==> src/rtl/des_subkey_store.sv <==
// des_subkey_store: applies PC-2 to each rotated C/D pair and buffers the 16 DES subkeys,
// returning them by round number in forward (encrypt) or reversed (decrypt) order.
module des_subkey_store #(
  parameter int NUM_ROUNDS = 16
) (
  input  logic        clk,
  input  logic        rst_n,
  input  logic        clear,
  input  logic        cd_valid,
  input  logic [27:0] c_in,
  input  logic [27:0] d_in,
  input  logic        rd_req,
  input  logic        rd_mode,
  input  logic [3:0]  rd_round,
  output logic [47:0] subkey_out,
  output logic        subkey_valid,
  output logic        rd_err,
  output logic        keys_ready,
  output logic [4:0]  write_count,
  output logic        overflow
);
  localparam int T [48] = '{14, 17, 11, 24, 1, 5, 3, 28, 15, 6, 21, 10, 23, 19, 12, 4,
                            26, 8, 16, 7, 27, 20, 13, 2, 41, 52, 31, 37, 47, 55, 30, 40,
                            51, 45, 33, 48, 44, 49, 39, 56, 34, 53, 46, 42, 50, 36, 29, 32};
  logic [47:0] slot [NUM_ROUNDS];
  logic [55:0] cd;
  logic [47:0] pc2;
  logic        full, wr;
  logic [3:0]  sel;
  assign cd   = {c_in, d_in};
  assign full = write_count == 5'(NUM_ROUNDS);
  // X on c_in/d_in while cd_valid is low is harmless: wr gates every slot write
  assign wr   = cd_valid && !clear && !full;
  assign sel  = rd_mode ? 4'd15 - rd_round : rd_round;
  always_comb begin
    pc2 = '0;
    for (int j = 0; j < 48; j++) pc2[47-j] = cd[56-T[j]];
  end
  always_ff @(posedge clk or negedge rst_n) begin
    if (!rst_n) begin
      for (int i = 0; i < NUM_ROUNDS; i++) slot[i] <= '0;
      subkey_out   <= '0;
      subkey_valid <= 1'b0;
      rd_err       <= 1'b0;
      keys_ready   <= 1'b0;
      write_count  <= '0;
      overflow     <= 1'b0;
    end else if (clear) begin
      subkey_valid <= 1'b0;
      rd_err       <= 1'b0;
      keys_ready   <= 1'b0;
      write_count  <= '0;
      overflow     <= 1'b0;
    end else begin
      if (wr) begin
        slot[write_count[3:0]] <= pc2;
        write_count            <= write_count + 5'd1;
        keys_ready             <= write_count == 5'(NUM_ROUNDS - 1);
      end
      if (cd_valid && full) overflow <= 1'b1;
      subkey_valid <= rd_req && keys_ready;
      rd_err       <= rd_req && !keys_ready;
      if (rd_req && keys_ready) subkey_out <= slot[sel];
    end
  end
endmodule

==> config.mk <==
export PLATFORM = sky130hd
export DESIGN_NAME = des_subkey_store
export DESIGN_NICKNAME = d
export VERILOG_FILES = /design/src/rtl/des_subkey_store.sv
export SDC_FILE = /design/constraint.sdc
export NUM_CORES = 1
export LEC_CHECK = 0
export CELL_PAD_IN_SITES_DETAIL_PLACEMENT = 0
export CELL_PAD_IN_SITES_GLOBAL_PLACEMENT = 2
export CORE_UTILIZATION = 40
export DETAILED_ROUTE_END_ITERATION = 10
export PLACE_DENSITY = 0.83
export SETUP_SLACK_MARGIN = 0.1
export SLEW_MARGIN = 15
export SYNTH_ARGS = -nofsm -noshare
export SYNTH_HDL_FRONTEND = slang
export SYNTH_SLANG_ARGS = --single-unit
==> constraint.sdc <==
create_clock -name clk -period 3.2 [get_ports clk]
set_input_delay 0.64 -clock clk [delete_from_list [all_inputs] [get_ports clk]]
set_output_delay 0.64 -clock clk [all_outputs]
set_load 0.01 [all_outputs]
# Word-level counts from Yosys, hierarchy flattened

Cells that the tools add are included.
Widths: inputs -> output; s select.

$add $sub $neg: 2
$lt $le $gt $ge: 3
Eq/ne operators: 2
Mux-type cells: 15
Bitwise operators: 3
Reduce and logical (&&, ||, !) cells: 13

Operators by type and width:

| kind                | count |
|---|---|
| $bwmux 768          | 1 |
| $bmux 48 s4         | 1 |
| $demux 48 s4        | 1 |
| $mux 48             | 3 |
| $ge 5x5->1 const B  | 2 |
| $mux 5              | 2 |
| $not 4->5           | 2 |
| $logic_and 1x1->1   | 6 |
| $mux 1              | 6 |
| $add 5x1->5 const B | 1 |
| $eq 5x4->1 const B  | 1 |
| $eq 5x5->1 const B  | 1 |
| $lt 5x1->1 const B  | 1 |
| $mux 4              | 1 |
| $reduce_and 2->1    | 2 |
| $reduce_bool 2->1   | 2 |
| $sub 4x4->4 const A | 1 |
| $logic_not 1->1     | 3 |
| $not 1->1           | 1 |

Register bits after elaboration: 825
Output and inout port bits: 57

# Depth between registers and ports, before layout

Depth in word-level cells: 6
Mapped depth: 8

# Worst setup path after synthesis

Ideal clock, no wire load.

Kind: input port to flip-flop
From: in clear
To: reg slot[747] in the netlist's numbering
Setup time: 0.125 ns
Arrival: 2.105 ns
Setup slack: 0.970 ns
Cell stages on the path: 7
Path buffers: 3
Cells stage by stage: buf_6 nand2b_4 a2111oi_4 and2_1 buf_4 buf_6 mux2_2

Longest elaborated chain between the ends: 4
Elaborated cells between the ends (all ways): 5

Ends and longest elaborated chain:

| item                                | RTL line | RTL |
|---|---|---|
| start: declaration                  | 8        | `input logic clear,` |
| $logic_not 1->1                     | 33       | `assign wr = cd_valid && !clear && !full;` |
| $logic_and 1x1->1 (2 in a row)      | 33       |  |
| $reduce_and 2->1 (no source line) * | --       |  |
| end signal: indexed assignment      | 56       | `slot[write_count[3:0]] <= pc2;` |
| end: declaration                    | 25       | `logic [47:0] slot [NUM_ROUNDS];` |

Mark *: on every way between the ends. The rest lies on a longest branch, timed or not.
A chain may end at the register's enable or synchronous reset.

# Worst setup path after layout

From: reg write_count[2]
To: out write_count[2]

RTL lines:

| item                     | RTL line | RTL |
|---|---|---|
| start: declaration       | 19       | `output logic [4:0] write_count,` |
| start signal: assignment | 57       | `write_count <= write_count + 5'd1;` |

No word-level cell between the ends.

==> reports/results.ini <==
[sta]
tightest_slew_ps = 693
skew_ps = 25.3
setup_viol = 0
max_slew_margin_pct = 53.8
hold_viol_final = 0
layout_setup_ws_ps = 712
fin_tns_setup_ps = 0
rsz0062_at_grt = no
layout_min_cycle_time_ps = 2490
slew_viol_final = 0
period_share_pct = 77.8
fmax_mhz = 402

[logic_synthesis]
yosys-top-cells-count = dfrtp_1, mux2_2, mux2i_1
netlist_area_mm2 = 0.0431
synth-main-ff-cell = dfrtp_1
synth_cells = 3126
synthDistinctLibCells = 39
synth_fp_nets = 3197
yosys-top-cells-area = dfrtp_1, mux2_2, mux4_2
synth_seq_cells = 825
yosysMostFrequentCell = dfrtp_1
syn_avg_cell_area_um2 = 13.8
synth_largest_area_cell = dfrtp_1
ys_async_sr_fraction_pct = 100
ys_seq_area_share_pct = 47.9
synth.top_cell.area_share_pct = 47.9
synth_edf_count = 0
yosysWarnings = 0

[power]
leakage_nw = 23.2
power_mw = 26.5
p_per_area_mw_per_mm2 = 534
irDropWorstVdd_v = 0.000373

[detailed_routing]
wire_per_inst_um = 26.5
routed_wirelength_um = 123000
drt-initial-drc-count = 2067
first_pass_iters = 6
avgViaCountPerCell = 6.04
vias = 28000
drc = 0
ant_nets = 0

[clock_network]
insertion_delay_ps = 670
cts_max_level = 3
cts_setup_buffers = 0
clkSinkCount = 825
clock-root-buffer = clkbuf_16
cts_buffer_depth = 3
hold_buffers = 1
cts_resized = 0
cts_tree = yes
cts_buffers = 93
clk_pin_slew_worst_paths_ps = 50

[finish]
final_nets = 3230
syn_to_final_growth_pct = 15.2
drive_gt1_share_pct = 39.2
layout.cells.non_filler = 4636
final_util_pct = 46.4
fillers = 9565

[global_route]
busiest_layer = met2
grt_pass1_wl_um = 188000
grt_pass1_vias = 28900
antenna_found_initial = 5
met3_usage_pct = 3.65
use_met1_pct = 32.5
grt_max_degree = 122
grtUsageMet2_pct = 36.3
overflow = 0
grt_use_total_pct = 22.9

[worst_setup_path]
cp.required_ps = 2560
start_kind = flip-flop
cp_slowest_cell = clkdlybuf4s50_1
crit_type = flip-flop to output pin
crit_arrival_ps = 1850
cp_max_fo = 9
crit_chain = clkdlybuf4s50_1
cp_num_buf_inv = 1
crit_path_max_incr_delay_ps = 630
path_delay_family = buffers and inverters
end_kind = output pin

[placement]
place.gp.congestion = 0.762
dp_hpwl_um = 72700
portBuffers = 114
pre_cts_slack_ps = 96.2
place_inst = 4466

[min_path]
min_path_type = flip-flop to flip-flop

[floorplan]
initial_utilization_pct = 40.3
die_y_um = 330
io_pins = 123
dieArea_mm2 = 0.109
die_w_um = 330
rows = 120
core_mm2 = 0.107

[run]
maxCapViolations = 0

[run_status]
status = completed

==> routing by layer <==
| metal | vias up | part of all wire, % |
|---|---|---|
| li1 | 12100 | - |
| met1 | 15000 | 45 |
| met2 | 706 | 47 |
| met3 | 184 | 5.3 |
| met4 | 4 | 2.3 |
| met5 | - | 0.022 |
==> final cells by class <==
type,count,area (um2),share of cell area [%]
timing repair buffer,250,2970,5.99
sequential,825,20600,41.6
antenna,2,5.00,0.0101
multi-input combinational,1985,21100,42.5
clock inverter,32,400,0.807
inverter,4,15.0,0.0302
tap,1403,1760,3.54
clock buffer,135,2740,5.52
==> final timing paths <==
kind / cells past startpoint / slack, ps / from / end
worst max-delay path: 1 / 710 / write_count[2] / write_count[2]
worst min-delay path: 1 / 510 / keys_ready / rd_err
worst max register to register: 6 / 720 / write_count[0] / slot[764]
worst min register to register: 1 / 510 / keys_ready / rd_err
max in group asynchronous: 3 / 1590 / rst_n / slot[166]
min in group asynchronous: 2 / 550 / rst_n / slot[386]
==> kinds of logic after synthesis <==
logic type	synth area share (%)
xor+xnor	0.122
compound gates	7.35
flops	47.9
simple gates	1.88
buf+inv	3.59
fa+ha+maj	0.145
mux	39.0
==> metrics by stage <==
stage / area, um2 / hold WS [ps]
global route: 49600 / 531
detailed placement: 46500 / 498
floorplan: 43100 / 344
finish: 49600 / 509
global placement: 46500 / 493
CTS: 49600 / 494
==> flip-flops by register name (all words and copies together), names as in the netlist <==
signal	cells
overflow	1
rd_err	1
subkey_out	48
slot	768
subkey_valid	1
write_count	5
keys_ready	1
==> report_power, final <==
group | internal (mW) | switching [mW] | leakage [nW] | total [mW]
Sequential | 11.4 | 0.688 | 11.3 | 12.0
Clock | 6.57 | 4.42 | 1.54 | 11.0
Combinational | 1.83 | 1.62 | 10.4 | 3.45
Total | 19.8 | 6.73 | 23.2 | 26.5
==> layout by cell type (no fill, tap or decap), drive strengths merged <==
master,instances
dfrtp,825
mux2,768
mux2i,384
mux4,192
buf,140
clkbuf,135
nand2,116
clkdlybuf4s50,109
a22oi,96
a221oi,96
nor2,57
a21o,48
a31oi,48
o21ai,48
o22ai,48
a211oi,48
clkinv,19
bufinv,8
ha,5
inv,5
and2,4
clkinvlp,4
nor2b,3
nand3,3
xnor2,3
xor2,3
nor3b,3
diode,2
nand2b,2
nand3b,2
a21oi,2
and3,1
and3b,1
nand4,1
nand4bb,1
a2111oi,1
a311oi,1
dlygate4sd3,1
Note: power is estimated with default switching activity, not from simulation.
